**config.mk**
```make
export PLATFORM = sky130hd
export DESIGN_NAME = pie_encoder_flat
export DESIGN_NICKNAME = d
export VERILOG_FILES = /design/src/rtl/pie_encoder_pkg.sv /design/src/rtl/pie_encoder_if.sv /design/src/rtl/pie_symbol_timer.sv /design/src/rtl/pie_encoder.sv /design/src/flat_wrapper.sv
export SDC_FILE = /design/constraint.sdc
export NUM_CORES = 1
export LEC_CHECK = 0
export ABC_CLOCK_PERIOD_IN_PS = 2800
export CAP_MARGIN = 15
export CORE_MARGIN = 2
export CORE_UTILIZATION = 45
export DETAILED_ROUTE_END_ITERATION = 10
export PLACE_DENSITY = 0.64
export SYNTH_ARGS = -nofsm -noshare
export SYNTH_HDL_FRONTEND = slang
export SYNTH_SLANG_ARGS = --single-unit
```
**constraint.sdc**
```tcl
create_clock -name clk -period 2.8 [get_ports clk]
set_input_delay 0.56 -clock clk [delete_from_list [all_inputs] [get_ports clk]]
set_output_delay 0.56 -clock clk [all_outputs]
set_load 0.01 [all_outputs]
```
**src/rtl/pie_encoder_pkg.sv**
```systemverilog
// Shared definitions for the PIE encoder.
// Holds the FSM state encoding and the default Gen2-style timing constants
// (all in clock cycles). Tag-side benches import the same timing constants so
// that both ends of the link agree on symbol lengths.
package pie_encoder_pkg;

    typedef enum logic [2:0] {
        ST_IDLE  = 3'd0,
        ST_DELIM = 3'd1,
        ST_DATA0 = 3'd2,
        ST_RTCAL = 3'd3,
        ST_TRCAL = 3'd4,
        ST_DATA  = 3'd5
    } pie_state_e;

    localparam int PIE_CW    = 10;
    localparam int PIE_DELIM = 12;
    localparam int PIE_PW    = 12;
    localparam int PIE_TARI  = 25;
    localparam int PIE_DATA1 = 45;
    localparam int PIE_RTCAL = 70;   // TARI + DATA1
    localparam int PIE_TRCAL = 150;  // tag counters saturate above 750

endpackage

```
**src/rtl/pie_encoder_if.sv**
```systemverilog
// Frame-request / bit-stream / waveform bundle of the PIE encoder.
//   master : frame source (drives start, preamble and the bit stream)
//   slave  : the encoder (returns bit_ready, pie_out and frame status)
interface pie_encoder_if;
    logic start;      // frame request, sampled only while idle
    logic preamble;   // sampled with start; 1 inserts TRcal
    logic bit_in;     // data bit
    logic bit_last;   // marks final data bit
    logic bit_valid;  // bit_in / bit_last valid
    logic bit_ready;  // encoder takes the bit this cycle
    logic pie_out;    // PIE waveform, idle high
    logic busy;       // frame in progress
    logic done;       // one-cycle pulse, frame completed
    logic underrun;   // one-cycle pulse, frame aborted for lack of data

    modport master (
        output start, preamble, bit_in, bit_last, bit_valid,
        input  bit_ready, pie_out, busy, done, underrun
    );

    modport slave (
        input  start, preamble, bit_in, bit_last, bit_valid,
        output bit_ready, pie_out, busy, done, underrun
    );
endinterface

```
**src/rtl/pie_symbol_timer.sv**
```systemverilog
// Symbol timer for the PIE encoder.
// A CW-bit up-counter that runs 0..L-1 for a symbol of length L. The symbol
// is high for L-low cycles and then low for `low` cycles; the phase output is
// registered so the waveform leaves the block glitch-free.
// Ports:
//   clk, reset   clock, synchronous active-high reset
//   clr_i        return to idle: counter 0, phase high
//   load_i       start a new symbol of length len_i with low_i low cycles
//   len_i, low_i symbol length and low-pulse width (low_i == len_i: all low)
//   tc_o         terminal count (counter == L-1)
//   high_o       current phase, 1 = high
module pie_symbol_timer #(
    parameter int CW = 10
) (
    input  logic          clk,
    input  logic          reset,
    input  logic          clr_i,
    input  logic          load_i,
    input  logic [CW-1:0] len_i,
    input  logic [CW-1:0] low_i,
    output logic          tc_o,
    output logic          high_o
);

    localparam logic [CW-1:0] ONE = {{(CW-1){1'b0}}, 1'b1};

    logic [CW-1:0] cnt_q;
    logic [CW-1:0] len_q;
    logic [CW-1:0] hi_len_q;   // number of leading high cycles
    logic          high_q;
    logic [CW-1:0] cnt_inc_s;

    assign cnt_inc_s = cnt_q + ONE;
    assign tc_o      = (cnt_q == (len_q - ONE));
    assign high_o    = high_q;

    // Counter and phase register; the phase is computed from the count the
    // counter is about to hold so it lines up with that cycle.
    always_ff @(posedge clk) begin
        if (reset) begin
            cnt_q    <= {CW{1'b0}};
            len_q    <= {CW{1'b0}};
            hi_len_q <= {CW{1'b0}};
            high_q   <= 1'b1;
        end else if (clr_i) begin
            cnt_q    <= {CW{1'b0}};
            len_q    <= {CW{1'b0}};
            hi_len_q <= {CW{1'b0}};
            high_q   <= 1'b1;
        end else if (load_i) begin
            cnt_q    <= {CW{1'b0}};
            len_q    <= len_i;
            hi_len_q <= len_i - low_i;
            high_q   <= (low_i < len_i);
        end else begin
            cnt_q    <= cnt_inc_s;
            high_q   <= (cnt_inc_s < hi_len_q);
        end
    end

endmodule

```
**src/rtl/pie_encoder.sv**
```systemverilog
// Reader-side PIE frame transmitter.
// Emits delimiter, data-0, RTcal, optional TRcal, then one symbol per data
// bit taken over a valid/ready handshake. Symbols abut with no gap cycles.
// Ports:
//   clk, reset  clock, synchronous active-high reset
//   bus         pie_encoder_if.slave (start/preamble, bit stream, pie_out,
//               busy, done, underrun)
module pie_encoder
    import pie_encoder_pkg::*;
#(
    parameter int CW    = PIE_CW,
    parameter int DELIM = PIE_DELIM,
    parameter int PW    = PIE_PW,
    parameter int TARI  = PIE_TARI,
    parameter int DATA1 = PIE_DATA1,
    parameter int RTCAL = PIE_RTCAL,
    parameter int TRCAL = PIE_TRCAL
) (
    input  logic        clk,
    input  logic        reset,
    pie_encoder_if.slave bus
);

    localparam logic [CW-1:0] L_DELIM = CW'(DELIM);
    localparam logic [CW-1:0] L_PW    = CW'(PW);
    localparam logic [CW-1:0] L_TARI  = CW'(TARI);
    localparam logic [CW-1:0] L_DATA1 = CW'(DATA1);
    localparam logic [CW-1:0] L_RTCAL = CW'(RTCAL);
    localparam logic [CW-1:0] L_TRCAL = CW'(TRCAL);

    pie_state_e    state_q, state_d;
    logic          pre_q;
    logic          last_q;
    logic          busy_q;
    logic          done_q, done_d;
    logic          underrun_q, underrun_d;
    logic          take_s;
    logic          clr_s;
    logic          load_s;
    logic [CW-1:0] len_s;
    logic [CW-1:0] low_s;
    logic          tc_s;
    logic          high_s;
    logic          bit_ready_s;

    pie_symbol_timer #(.CW(CW)) u_timer (
        .clk    (clk),
        .reset  (reset),
        .clr_i  (clr_s),
        .load_i (load_s),
        .len_i  (len_s),
        .low_i  (low_s),
        .tc_o   (tc_s),
        .high_o (high_s)
    );

    // A bit is fetched at the end of the last calibration symbol and at the
    // end of every non-final data symbol. RTcal only fetches when no TRcal
    // follows it.
    assign bit_ready_s = tc_s &&
                         (((state_q == ST_RTCAL) && !pre_q) ||
                          (state_q == ST_TRCAL) ||
                          ((state_q == ST_DATA) && !last_q));

    assign bus.bit_ready = bit_ready_s;
    assign bus.pie_out   = high_s;
    assign bus.busy      = busy_q;
    assign bus.done      = done_q;
    assign bus.underrun  = underrun_q;

    // Next-state and timer-control decode.
    always_comb begin
        state_d    = state_q;
        clr_s      = 1'b0;
        load_s     = 1'b0;
        len_s      = L_TARI;
        low_s      = L_PW;
        done_d     = 1'b0;
        underrun_d = 1'b0;
        take_s     = 1'b0;
        case (state_q)
            ST_IDLE: begin
                if (bus.start) begin
                    state_d = ST_DELIM;
                    load_s  = 1'b1;
                    len_s   = L_DELIM;
                    low_s   = L_DELIM;   // delimiter is low throughout
                end else begin
                    clr_s   = 1'b1;
                end
            end
            ST_DELIM: begin
                if (tc_s) begin
                    state_d = ST_DATA0;
                    load_s  = 1'b1;
                    len_s   = L_TARI;
                end else begin
                    load_s  = 1'b0;
                end
            end
            ST_DATA0: begin
                if (tc_s) begin
                    state_d = ST_RTCAL;
                    load_s  = 1'b1;
                    len_s   = L_RTCAL;
                end else begin
                    load_s  = 1'b0;
                end
            end
            ST_RTCAL: begin
                // Without a preamble the terminal count is a fetch cycle,
                // handled below.
                if (tc_s && pre_q) begin
                    state_d = ST_TRCAL;
                    load_s  = 1'b1;
                    len_s   = L_TRCAL;
                end else begin
                    load_s  = 1'b0;
                end
            end
            ST_TRCAL: begin
                load_s = 1'b0;
            end
            ST_DATA: begin
                if (tc_s && last_q) begin
                    state_d = ST_IDLE;
                    clr_s   = 1'b1;
                    done_d  = 1'b1;
                end else begin
                    load_s  = 1'b0;
                end
            end
            default: begin
                state_d = ST_IDLE;
                clr_s   = 1'b1;
            end
        endcase

        if (bit_ready_s) begin
            if (bus.bit_valid) begin
                state_d = ST_DATA;
                load_s  = 1'b1;
                take_s  = 1'b1;
                len_s   = bus.bit_in ? L_DATA1 : L_TARI;
                low_s   = L_PW;
            end else begin
                state_d    = ST_IDLE;
                clr_s      = 1'b1;
                load_s     = 1'b0;
                underrun_d = 1'b1;
            end
        end else begin
            take_s = 1'b0;
        end
    end

    // FSM state, latched frame options and registered status outputs.
    always_ff @(posedge clk) begin
        if (reset) begin
            state_q    <= ST_IDLE;
            pre_q      <= 1'b0;
            last_q     <= 1'b0;
            busy_q     <= 1'b0;
            done_q     <= 1'b0;
            underrun_q <= 1'b0;
        end else begin
            state_q    <= state_d;
            if ((state_q == ST_IDLE) && bus.start) begin
                pre_q  <= bus.preamble;
            end
            if (take_s) begin
                last_q <= bus.bit_last;
            end
            busy_q     <= (state_d != ST_IDLE);
            done_q     <= done_d;
            underrun_q <= underrun_d;
        end
    end

endmodule

```
**src/flat_wrapper.sv**
```systemverilog
// flat-port wrapper written by rule: the top's interface ports become plain ports
module pie_encoder_flat import pie_encoder_pkg::*;
#(
    parameter int CW    = PIE_CW,
    parameter int DELIM = PIE_DELIM,
    parameter int PW    = PIE_PW,
    parameter int TARI  = PIE_TARI,
    parameter int DATA1 = PIE_DATA1,
    parameter int RTCAL = PIE_RTCAL,
    parameter int TRCAL = PIE_TRCAL
)
  (clk, reset, bus_start, bus_preamble, bus_bit_in, bus_bit_last, bus_bit_valid, bus_bit_ready, bus_pie_out, bus_busy, bus_done, bus_underrun);
  pie_encoder_if bus_i ();
  input  logic clk;
  input  logic reset;
  input wire logic [$bits(bus_i.start)-1:0] bus_start;
  input wire logic [$bits(bus_i.preamble)-1:0] bus_preamble;
  input wire logic [$bits(bus_i.bit_in)-1:0] bus_bit_in;
  input wire logic [$bits(bus_i.bit_last)-1:0] bus_bit_last;
  input wire logic [$bits(bus_i.bit_valid)-1:0] bus_bit_valid;
  output wire logic [$bits(bus_i.bit_ready)-1:0] bus_bit_ready;
  output wire logic [$bits(bus_i.pie_out)-1:0] bus_pie_out;
  output wire logic [$bits(bus_i.busy)-1:0] bus_busy;
  output wire logic [$bits(bus_i.done)-1:0] bus_done;
  output wire logic [$bits(bus_i.underrun)-1:0] bus_underrun;
  assign bus_i.start = bus_start;
  assign bus_i.preamble = bus_preamble;
  assign bus_i.bit_in = bus_bit_in;
  assign bus_i.bit_last = bus_bit_last;
  assign bus_i.bit_valid = bus_bit_valid;
  assign bus_bit_ready = bus_i.bit_ready;
  assign bus_pie_out = bus_i.pie_out;
  assign bus_busy = bus_i.busy;
  assign bus_done = bus_i.done;
  assign bus_underrun = bus_i.underrun;
  pie_encoder #(.CW(CW), .DELIM(DELIM), .PW(PW), .TARI(TARI), .DATA1(DATA1), .RTCAL(RTCAL), .TRCAL(TRCAL)) u_core (.clk(clk), .reset(reset), .bus(bus_i));
endmodule
```
Yosys cells after proc, flatten, opt, wreduce, memory -nomap -nowiden
Index checks and enable logic that the tools add are counted.
{"block": "word_totals", "ff_bits": 39, "in_bits": 7, "out_inout_bits": 5, "wordCells": 70}
{"block": "op_classes", "n_addsub": 3, "n_lt_le_gt_ge": 2, "n_eq_ne": 6, "n_mux": 29, "bitwise_logic": 2, "n_reduce_logical": 18}
{"operator": "10-bit case mux with 3 select lines", "count": 1}
{"operator": "3-bit 2-to-1 mux", "count": 7}
{"operator": "10-bit 2-to-1 mux", "count": 2}
{"operator": "3-bit case mux with 6 select lines", "count": 1}
{"operator": "1-bit 2-to-1 mux", "count": 12}
{"operator": "10-bit by 1-bit adder with 10-bit output, second input constant", "count": 1}
{"operator": "10-bit == test", "count": 1}
{"operator": "10-bit < comparator", "count": 1}
{"operator": "4-bit by 10-bit < comparator with 1-bit output, first input constant", "count": 1}
{"operator": "10-bit by 1-bit subtractor with 10-bit output, second input constant", "count": 1}
{"operator": "10-bit by 4-bit subtractor with 10-bit output, second input constant", "count": 1}
{"operator": "8-bit 2-to-1 mux", "count": 1}
{"operator": "2-bit OR reduction", "count": 4}
{"operator": "7-bit 2-to-1 mux", "count": 1}
{"operator": "3-bit by 2-bit == test with 1-bit output, second input constant", "count": 2}
{"operator": "3-bit == test, second input constant", "count": 2}
{"operator": "1-bit logical AND", "count": 6}
{"operator": "6-bit 2-to-1 mux", "count": 1}
{"operator": "1-bit case mux with 3 select lines", "count": 2}
{"operator": "5-bit 2-to-1 mux", "count": 1}
{"operator": "4-bit OR reduction", "count": 1}
{"operator": "3-bit by 1-bit == test with 1-bit output, second input constant", "count": 1}
{"operator": "3-bit logical NOT", "count": 1}
{"operator": "3-bit nonzero test", "count": 1}
{"operator": "other kinds (4)", "count": 7}

Depth between registers and ports, before layout
Gate-level depths: netlist of run 1.
{"block": "logic_depth", "depth_word": 9, "depth_mapped": 14}

Cells and area by module
From an unflattened synthesis of run 1, not the netlist that was laid out.
{"block": "unflattened", "cells_unflattened": 335, "hier_area_um2": 2715.1}
{"module": "pie_symbol_timer", "n_inst": 1, "cells_per_inst": 257, "area_per_inst_um2": 2157.1}
{"module": "pie_encoder", "n_inst": 1, "cells_per_inst": 78, "area_per_inst_um2": 558.0}

Worst setup path before layout of run 1
Ideal clock, no wire load.
{"block": "synth_timing", "path_type": "reg2reg", "startpoint": "register, netlist name u_core.u_timer.hi_len_q[0]", "endpoint": "register u_core.u_timer.hi_len_q[6]", "setup_ps": 119, "arrival_ps": 2620, "required_ps": 2681, "slack_ps": 60, "path_stages_with_launch": 15, "path_buffers": 1, "synth_period_minus_slack_ps": 2740, "cell_sequence": "dfxtp_1 -> inv_1 -> ha_1 -> nor3b_1 -> xnor2_1 -> nand4b_1 -> nor4_4 -> and2_1 -> buf_4 -> a21oi_1 -> inv_1 -> ha_1 -> nor2_1 -> a31oi_1 -> a21oi_1"}
{"item": "end signal: assignment", "line": "pie_symbol_timer.sv:43", "source": "hi_len_q <= {CW{1'b0}};"}
{"item": "end signal: assignment", "line": "pie_symbol_timer.sv:48", "source": "hi_len_q <= {CW{1'b0}};"}
{"item": "end signal: assignment", "line": "pie_symbol_timer.sv:53", "source": "hi_len_q <= len_i - low_i;"}
{"item": "end: declaration", "line": "pie_symbol_timer.sv:29", "source": "logic [CW-1:0] hi_len_q;"}

==> flow_results.org, run 1 <==
** Timing
- After layout, the minimum clock period comes to 2.64 ns.
- Count of endpoints failing hold in the final timing report :: 0
- Setup violations remaining at the end of the flow were counted as 0.
- In the post-route analysis, the smallest setup slack over all paths is 0.156 ns.
- Max-slew headroom at the worst pin :: 72.0%
- Derived from the worst setup path, the maximum achievable clock frequency is 378 MHz.
- Setup skew after layout :: 0.00296 ns
- Final Max Slew Viols :: 0
- Slew at the pin closest to its max-slew limit :: 0.420 ns
- RSZ-0062 raised after global routing :: false
- On the final layout, the worst hold slack is 0.448 ns.
- Post-route clock period utilization :: 94.4%

** Run status
- Run status :: finished clean

** Pwr
- The worst-case IR drop observed on VDD is 0.297 mV.
- Cell area power density :: 461 nW/um^2
- Reported leakage power :: 1.01 nW
- Per report_power, the sequential group accounts for 46.2% of the total.
- In this run switching power makes up 27.4% of total power.
- Pwr Total :: 1.16 mW
- Clk network pwr share :: 34.9%
- Combinational logic burns 18.9% of the power.
- P_sw :: 0.319 mW
- Cell internal power was estimated by the tool at 0.845 mW.

** Worst setup path
- Slowest CP cell :: nor4_4
- CP endpoint kind :: output port
- Of all nets on the critical path, the largest fanout is 3.
- Data arrival time at the worst-slack endpoint :: 2.08 ns
- Crit path buf inv count :: 2
- Walking the worst path, the cells encountered are inv_1, ha_4, nor3b_4, xnor2_1, nand4b_1, nor4_4, nand2_2, nor2_2, clkbuf_2.
- For the worst setup path, the data required time is 2.24 ns.
- In this design, the stage delay of the slowest critical-path cell is 0.38 ns.
- Broken down by cell family, the worst path's largest delay share belongs to simple AND/OR/NAND/NOR gates.
- Setup CP Type :: flip-flop to output port
- Element type at the critical path start :: flip-flop

** Logic synthesis
- Synthesis produced 257 cells.
- Sorting the synthesized cells by how often they occur yields dfxtp_1 (35), nand2_1 (25), nor2_1 (21), inv_1 (17), a21oi_1 (16).
- Seq/Total Area, Yosys :: 32.7%
- Number of storage elements in the synthesis netlist :: 35
- Ranking of synthesized cells by area :: dfxtp_1 (33%), ha_1 (7.6%), xnor2_1 (4.5%)
- Main synth FF type :: dfxtp_1
- Top cell type by total area after synthesis :: dfxtp_1
- Fraction of registers with async set/reset :: 0%
- When the netlist entered floorplanning its net count stood at 277.
- Average cell area after synthesis :: 8.34 um^2
- Number of enable-type register cells in the synthesized netlist :: 0
- Synth top area share :: 32.7%
- For this run, the number of Yosys warnings is 0.
- The number of different library cells used by synthesis comes to 55.
- Cell with the most instances after synthesis :: dfxtp_1
- The cell area that synthesis handed to floorplanning was 2140 um^2.

** Finish
- Area occupied by multi-input gates :: 1360 um^2
- Summing all flip-flop and latch instances after layout gives 701 um^2.
- Compared with the post-synthesis result, the final layout area differs by 17.9%.
- Nets@finish :: 301
- The number of antenna diodes in the final layout is 0.
- The finished cells cover 2530 um^2.
- Share of cells above drive strength 1 :: 14.9%
- The layout has 445 filler cells.

** Floorplan
- The die covers 5330 um^2.
- The die is 73.0 um tall.
- Io pins :: 12
- The initialized floorplan defines 25 standard-cell rows.
- After floorplanning, the core was sized to cover 4660 um^2.
- Horizontal die dimension :: 73.0 um
- Once the floorplan was initialized, standard cells occupied 46.0% of the core.

** GRT
- GR Util All Layers :: 19.2%
- After global routing the overflow that remains totals 0.
- The initial antenna violation count is 0.
- First-pass GRT wire length :: 7.85 mm
- Entering global routing, the biggest net connects 12 pins.
- Vias in the first global route :: 1676

** Clock network
- Clock-pin slew was measured on the worst setup and hold paths at 0.07 ns.
- The longest clock path from root to sink contains 2 buffers.
- TritonCTS created 5 clock buffers.
- TritonCTS clock tree :: yes
- The later pin in the worst-skew pair is clocked with a latency of 0.28 ns.
- CTS H-tree lvls :: 2
- Total clock sinks :: 35
- The cell sitting at the root of the clock tree is a clkbuf_8.

** Drt
- Avg Vias per Cell :: 5.42
- Dividing the detail-routed wire length by the instance count gives 14.5 um.
- The detail route stage leaves a number of antenna-violating nets equal to 0.
- After detailed routing, the number of remaining DRC violations is 0.
- In this run, the number of DRC markers left after iteration 0 of detailed routing was 98.
- For this run, the detailed router's first-pass iteration total came to 5.
- After detailed routing, the total wire length is 4.87 mm.
- Detailed-route via count :: 1821

** Place
- Routability-driven placement finished with a final weighted congestion of 0.851.
- Input and output buffers added on the ports amount to 11.
- Summed over all nets, the half-perimeter wirelength after detailed placement is 3.65 mm.
- Worst Setup Slack post-DPL :: -0.0214 ns
- Summing all placed instances gives a cell area of 2380 um^2.

** Job
- Across the run, the number of max-cap violations was 0.

** Worst hold path
- The path class of the tightest hold or removal check is flip-flop to flip-flop.
[through the flow]
step	util, %	TNS, ns	instances
after CTS	53.5	0	336
final	54.2	0	336
after detailed placement	51.1	-0.0214	327
after global placement	51.1	0	327
after floorplan	-	0	257
after global routing	54.2	0	336
[logic make-up (layout without fill, tap and decap cells)]
group | Yosys count | in the layout | synth area share, %
buffers and inverters | 28 | 53 | 5.66
DFF | 35 | 35 | 32.7
xor gates and xnor gates | 19 | 19 | 7.76
adders and majority gates | 13 | 13 | 7.59
muxes | 2 | 2 | 0.934
AOI/OAI and AO/OA | 52 | 52 | 17.6
and+or+nand+nor | 108 | 108 | 27.8
[layout by cell type, fill, tap and decap left out, types with 2 or more instances in the layout]
| master | n |
|---|---|
| and3_1 | 4 |
| or3_1 | 3 |
| a31oi_1 | 3 |
| buf_4 | 17 |
| and2_1 | 2 |
| o21bai_1 | 2 |
| inv_1 | 16 |
| nand2_2 | 2 |
| xor2_1 | 8 |
| and4_1 | 2 |
| nand3b_1 | 2 |
| xnor2_1 | 10 |
| dfxtp_1 | 35 |
| nor2_1 | 20 |
| o21a_1 | 3 |
| nor3_1 | 6 |
| nor4_1 | 2 |
| nand2_1 | 24 |
| a21oi_1 | 16 |
| nand3_1 | 8 |
| o21ai_0 | 7 |
| a211oi_1 | 3 |
| mux2i_1 | 2 |
| ha_1 | 12 |
| nand2b_1 | 5 |
| nor4_4 | 2 |
| o22ai_1 | 2 |
| clkdlybuf4s50_1 | 10 |
| a21o_1 | 2 |
| nand4_1 | 4 |
| nor2b_1 | 12 |
| o211ai_1 | 2 |
| clkbuf_8 | 7 |
[metal layers]
layer / global-route usage [%] / up-vias / wire length, um
met2: 33.5 / 35 / 2440
met1: 23.5 / 844 / 2210
met4: 5.56 / 0 / 29
met3: 4.14 / 2 / 188
li1: - / 940 / -
met5: 0 / - / 0
[power by group through the flow]
stage / clock [mW] / sequential [mW] / combinational [mW]
3_5_place_dp: 0 / 0.548 / 0.210
5_1_grt: 0.442 / 0.540 / 0.244
2_1_floorplan: 0 / 0.542 / 0.153
3_3_place_gp: 0 / 0.547 / 0.209
6_report: 0.407 / 0.538 / 0.220
4_1_cts: 0.420 / 0.536 / 0.216
[worst paths after layout]
kind,from,end,slack (ns),depth (start not counted)
setup / recovery,u_core.u_timer.hi_len_q[1],bus_bit_ready,0.16,9
hold / removal,u_core.u_timer.hi_len_q[9],u_core.u_timer.hi_len_q[9],0.45,2
setup reg to reg,u_core.u_timer.len_q[2],u_core.u_timer.hi_len_q[6],0.16,12
hold reg to reg,u_core.u_timer.hi_len_q[9],u_core.u_timer.hi_len_q[9],0.45,2
[registers in the layout, indices dropped and copies added (netlist names), 3 cells and up]
register                 count
u_core.state_q               3
u_core.u_timer.cnt_q        10
u_core.u_timer.hi_len_q     10
u_core.u_timer.len_q         6
[worst reg2reg max path, cell delays in order, from the launching register on]
cell	delay (ns)
dfxtp_1	0.41
nor4_4	0.38
nand3b_1	0.14
xnor2_1	0.33
nor4_4	0.10
buf_4	0.18
and2_1	0.17
a21oi_1	0.20
inv_1	0.07
ha_1	0.23
nor2_1	0.17
a31oi_1	0.06
a21oi_1	0.14
[final cells by class]
class,instances,area share (%)
clock buffers,8,3.96
well taps,54,2.67
multi-input cells,194,53.9
repair buffers,28,9.21
flip-flops and latches,35,27.7
inverters,17,2.52
[repair_timing]
action / CTS / global route
setup endpoints to repair: 1 / 2
pin swaps: 2 / 3
resized for setup: 2 / 10
setup buffers: 1 / 0
hold buffers: 0 / 0
Power figures use the tool's default switching activity.
==> run 2, diff against run 1 <==
CORE_UTILIZATION = 40   (was 45)
PLACE_DENSITY = 0.58   (was 0.64)
==> run 2 against run 1 <==
Final cell count rose by 3.6%. Worst setup slack improved by 0.027 ns. First-iteration DRC count rose by 2.0%. Sequential share of layout area fell by 0.068 points. Highest routed layer unchanged.
==> flow_results.org, run 2 (same netlist as run 1, synthesis figures left out) <==
** Run status
- The run finished with clean final reports.

** Clock network
- Reg clk slew, reported paths :: 0.08 ns
- TritonCTS created 5 clock buffers.
- The H-tree was split into 2 levels.
- Clock latency on the worst-skew pair, taken at its later pin, is 0.29 ns.
- Number of setup buffers added after CTS :: 0
- The tree is rooted in a clkbuf_8.
- Buffer levels on the longest clock path :: 2
- TritonCTS built the clock tree.
- CTS saw 35 sinks.

** Worst setup path
- For flop-to-flop paths, the worst setup slack is 0.21 ns.
- The critical path goes through nor4_4, nand3b_1, xnor2_2, nor4_4, nand2_2, nor2_1, clkbuf_2.
- Cell family with the largest share of critical-path delay :: simple AND/OR/NAND/NOR gates
- Slowest CP cell :: dfxtp_1
- Among the stages of the critical path, the cell type that occurs most often is nor4_4.
- WP data required :: 2.24 ns
- Data arrival time at the worst-slack endpoint :: 2.06 ns
- Largest fanout on the critical path :: 6
- In this design, the stage delay of the slowest critical-path cell is 0.40 ns.
- Element type at the critical path start :: flip-flop
- The worst setup path is of the flip-flop to output port kind.
- The worst setup path is captured at an output port.
- The number of buffers and inverters on the critical path is 1.

** Drt
- Routed Antenna Nets :: 0
- After the first detailed-routing iteration, the DRC count stood at 100.
- Summed over all layers, the routed wires come to 4.77 mm.
- Avg Vias per Cell :: 5.09
- In the final routed layout, each cell accounts on average for 13.7 um.
- Total iterations of the first detailed-routing run :: 4
- The detailed router placed 1771 vias in this run.
- In the routed design, unresolved DRC markers number 0.

** Floorplan
- Full die area :: 5960 um^2
- Chip Height :: 77.2 um
- Horizontal die dimension :: 77.2 um
- Starting utilization of the core area :: 41.7%
- The region available for standard cell placement spans 5140 um^2.
- The initialized floorplan defines 26 standard-cell rows.
- Pin placement for this block handled 12 I/O pins.

** GRT
- Entering global routing, the biggest net connects 17 pins.
- Summed over all layers, the global routing overflow is 0.
- Global routing used 17.7% of the available tracks across all layers.
- The number of global-route vias before repair came to 1734.
- The first global-routing pass estimated 8.24 mm of wire.
- Initial antenna violation count :: 0

** Timing
- The number of slew-limit violations in the final report came to 0.
- Setup skew after layout :: 0.0121 ns
- Highest achievable clock rate :: 382 MHz
- Final setup vio count :: 0
- The number of hold violations in the final report is 0.
- Clock period minus worst slack :: 2.62 ns
- Final hold slack :: 0.445 ns
- Post-route clock period utilization :: 93.5%
- Slew at the pin closest to its max-slew limit :: 0.417 ns
- Headroom to the max-slew limit came out at 72.2%.

** Place
- During placement, the flow inserted port buffers numbering 11.
- RePlAce Congestion :: 0.874
- After legalization and detailed placement, the total HPWL measured 3.72 mm.
- Including well taps, the total number of placed cells is 341.

** Finish
- The net count of the finished layout is 298.
- Final std cells w/o fill :: 348
- Fill cells in the final layout number 550.
- Area delta synth->final :: 18.2%
- Share of cells above drive strength 1 :: 14.4%
- The library cell used most frequently in the layout, excluding fill and tap cells, is dfxtp_1.
- Most frequent cells in the layout :: dfxtp_1 (35), nand2_1 (24), nor2_1 (20)
- The number of antenna diodes in the final layout is 0.
- The largest registers in the layout are u_core.u_timer.cnt_q: 10 flops, u_core.u_timer.hi_len_q: 10 flops, u_core.u_timer.len_q: 6 flops.

** Job
- The tool flagged a number of max-cap violations equal to 0.

** Worst hold path
- Worst min-delay path class :: flip-flop to flip-flop

** Pwr
- Cell area power density :: 473 nW/um^2
- The analysis attributes to cell leakage a power of 0.986 nW.
- Worst-case vdd ir drop :: 0.345 mV
## run 2: changes by cell type in the layout (fill, tap and decap cells not counted), sizes merged
cell | previous run | this run
buf | 17 | 14
clkbuf | 9 | 6
bufinv | 0 | 1
clkinvlp | 0 | 1
## run 2: final timing paths
path,from,to,depth (start not counted)
min,u_core.u_timer.hi_len_q[9],u_core.u_timer.hi_len_q[9],2
max,u_core.u_timer.len_q[2],bus_bit_ready,7
min reg2reg,u_core.u_timer.hi_len_q[9],u_core.u_timer.hi_len_q[9],2
max reg2reg,u_core.u_timer.len_q[2],u_core.u_timer.hi_len_q[6],12
## run 2: final cells by class
cell class,count,area (um^2),area share (%)
clock buffer,5,68.8,2.72
timing repair buffer,25,214,8.44
multi-input combinational,194,1360,53.7
tap,70,87.6,3.46
sequential,35,701,27.7
clock inverter,2,37.5,1.48
inverter,17,63.8,2.52
## run 2: where the power goes
group	total (mW)	switching [mW]	internal, mW
Clock	0.444	0.184	0.260
Combinational	0.216	0.113	0.104
Sequential	0.538	0.0227	0.515
## run 2: per-stage QoR
stage | setup WS [ns] | instance area, um^2 | power [mW] | util [%] | TNS (ns)
floorplan | 0.0602 | 2140 | 0.694 | - | 0
global placement | 0.0457 | 2390 | 0.757 | 46.5 | 0
detailed placement | 0.00614 | 2390 | 0.757 | 46.5 | 0
CTS | 0.00520 | 2510 | 1.21 | 48.8 | 0
global route | -0.00649 | 2530 | 1.26 | 49.3 | -0.00649
finish | 0.182 | 2530 | 1.20 | 49.3 | 0
## run 2: routing by layer
layer,routed length [um],track usage [%],vias to the layer above
met5,0,0,-
met4,121,7.68,0
met2,2180,28.9,20
li1,-,-,936
met3,86,3.53,9
met1,2370,22.5,806
## run 2: timing repair
| item | in CTS | in global routing |
|---|---|---|
| hold buffers | 0 | 0 |
| pin swaps | 2 | 1 |
| endpoints found under the setup margin | 1 | 6 |
| hold endpoints to repair | 0 | 0 |
| gates resized for setup | 4 | 9 |
## run 2: worst reg2reg max path, cell delays in order (launching register included)
cell and delay [ns]:
dfxtp_1 0.40, nor4_4 0.34, nand3b_1 0.16, xnor2_2 0.19, nor4_4 0.36, buf_6 0.19
and2_1 0.17, a21oi_2 0.09, inv_1 0.08, ha_1 0.22, nor2_2 0.07, a31oi_1 0.14
a21oi_1 0.08
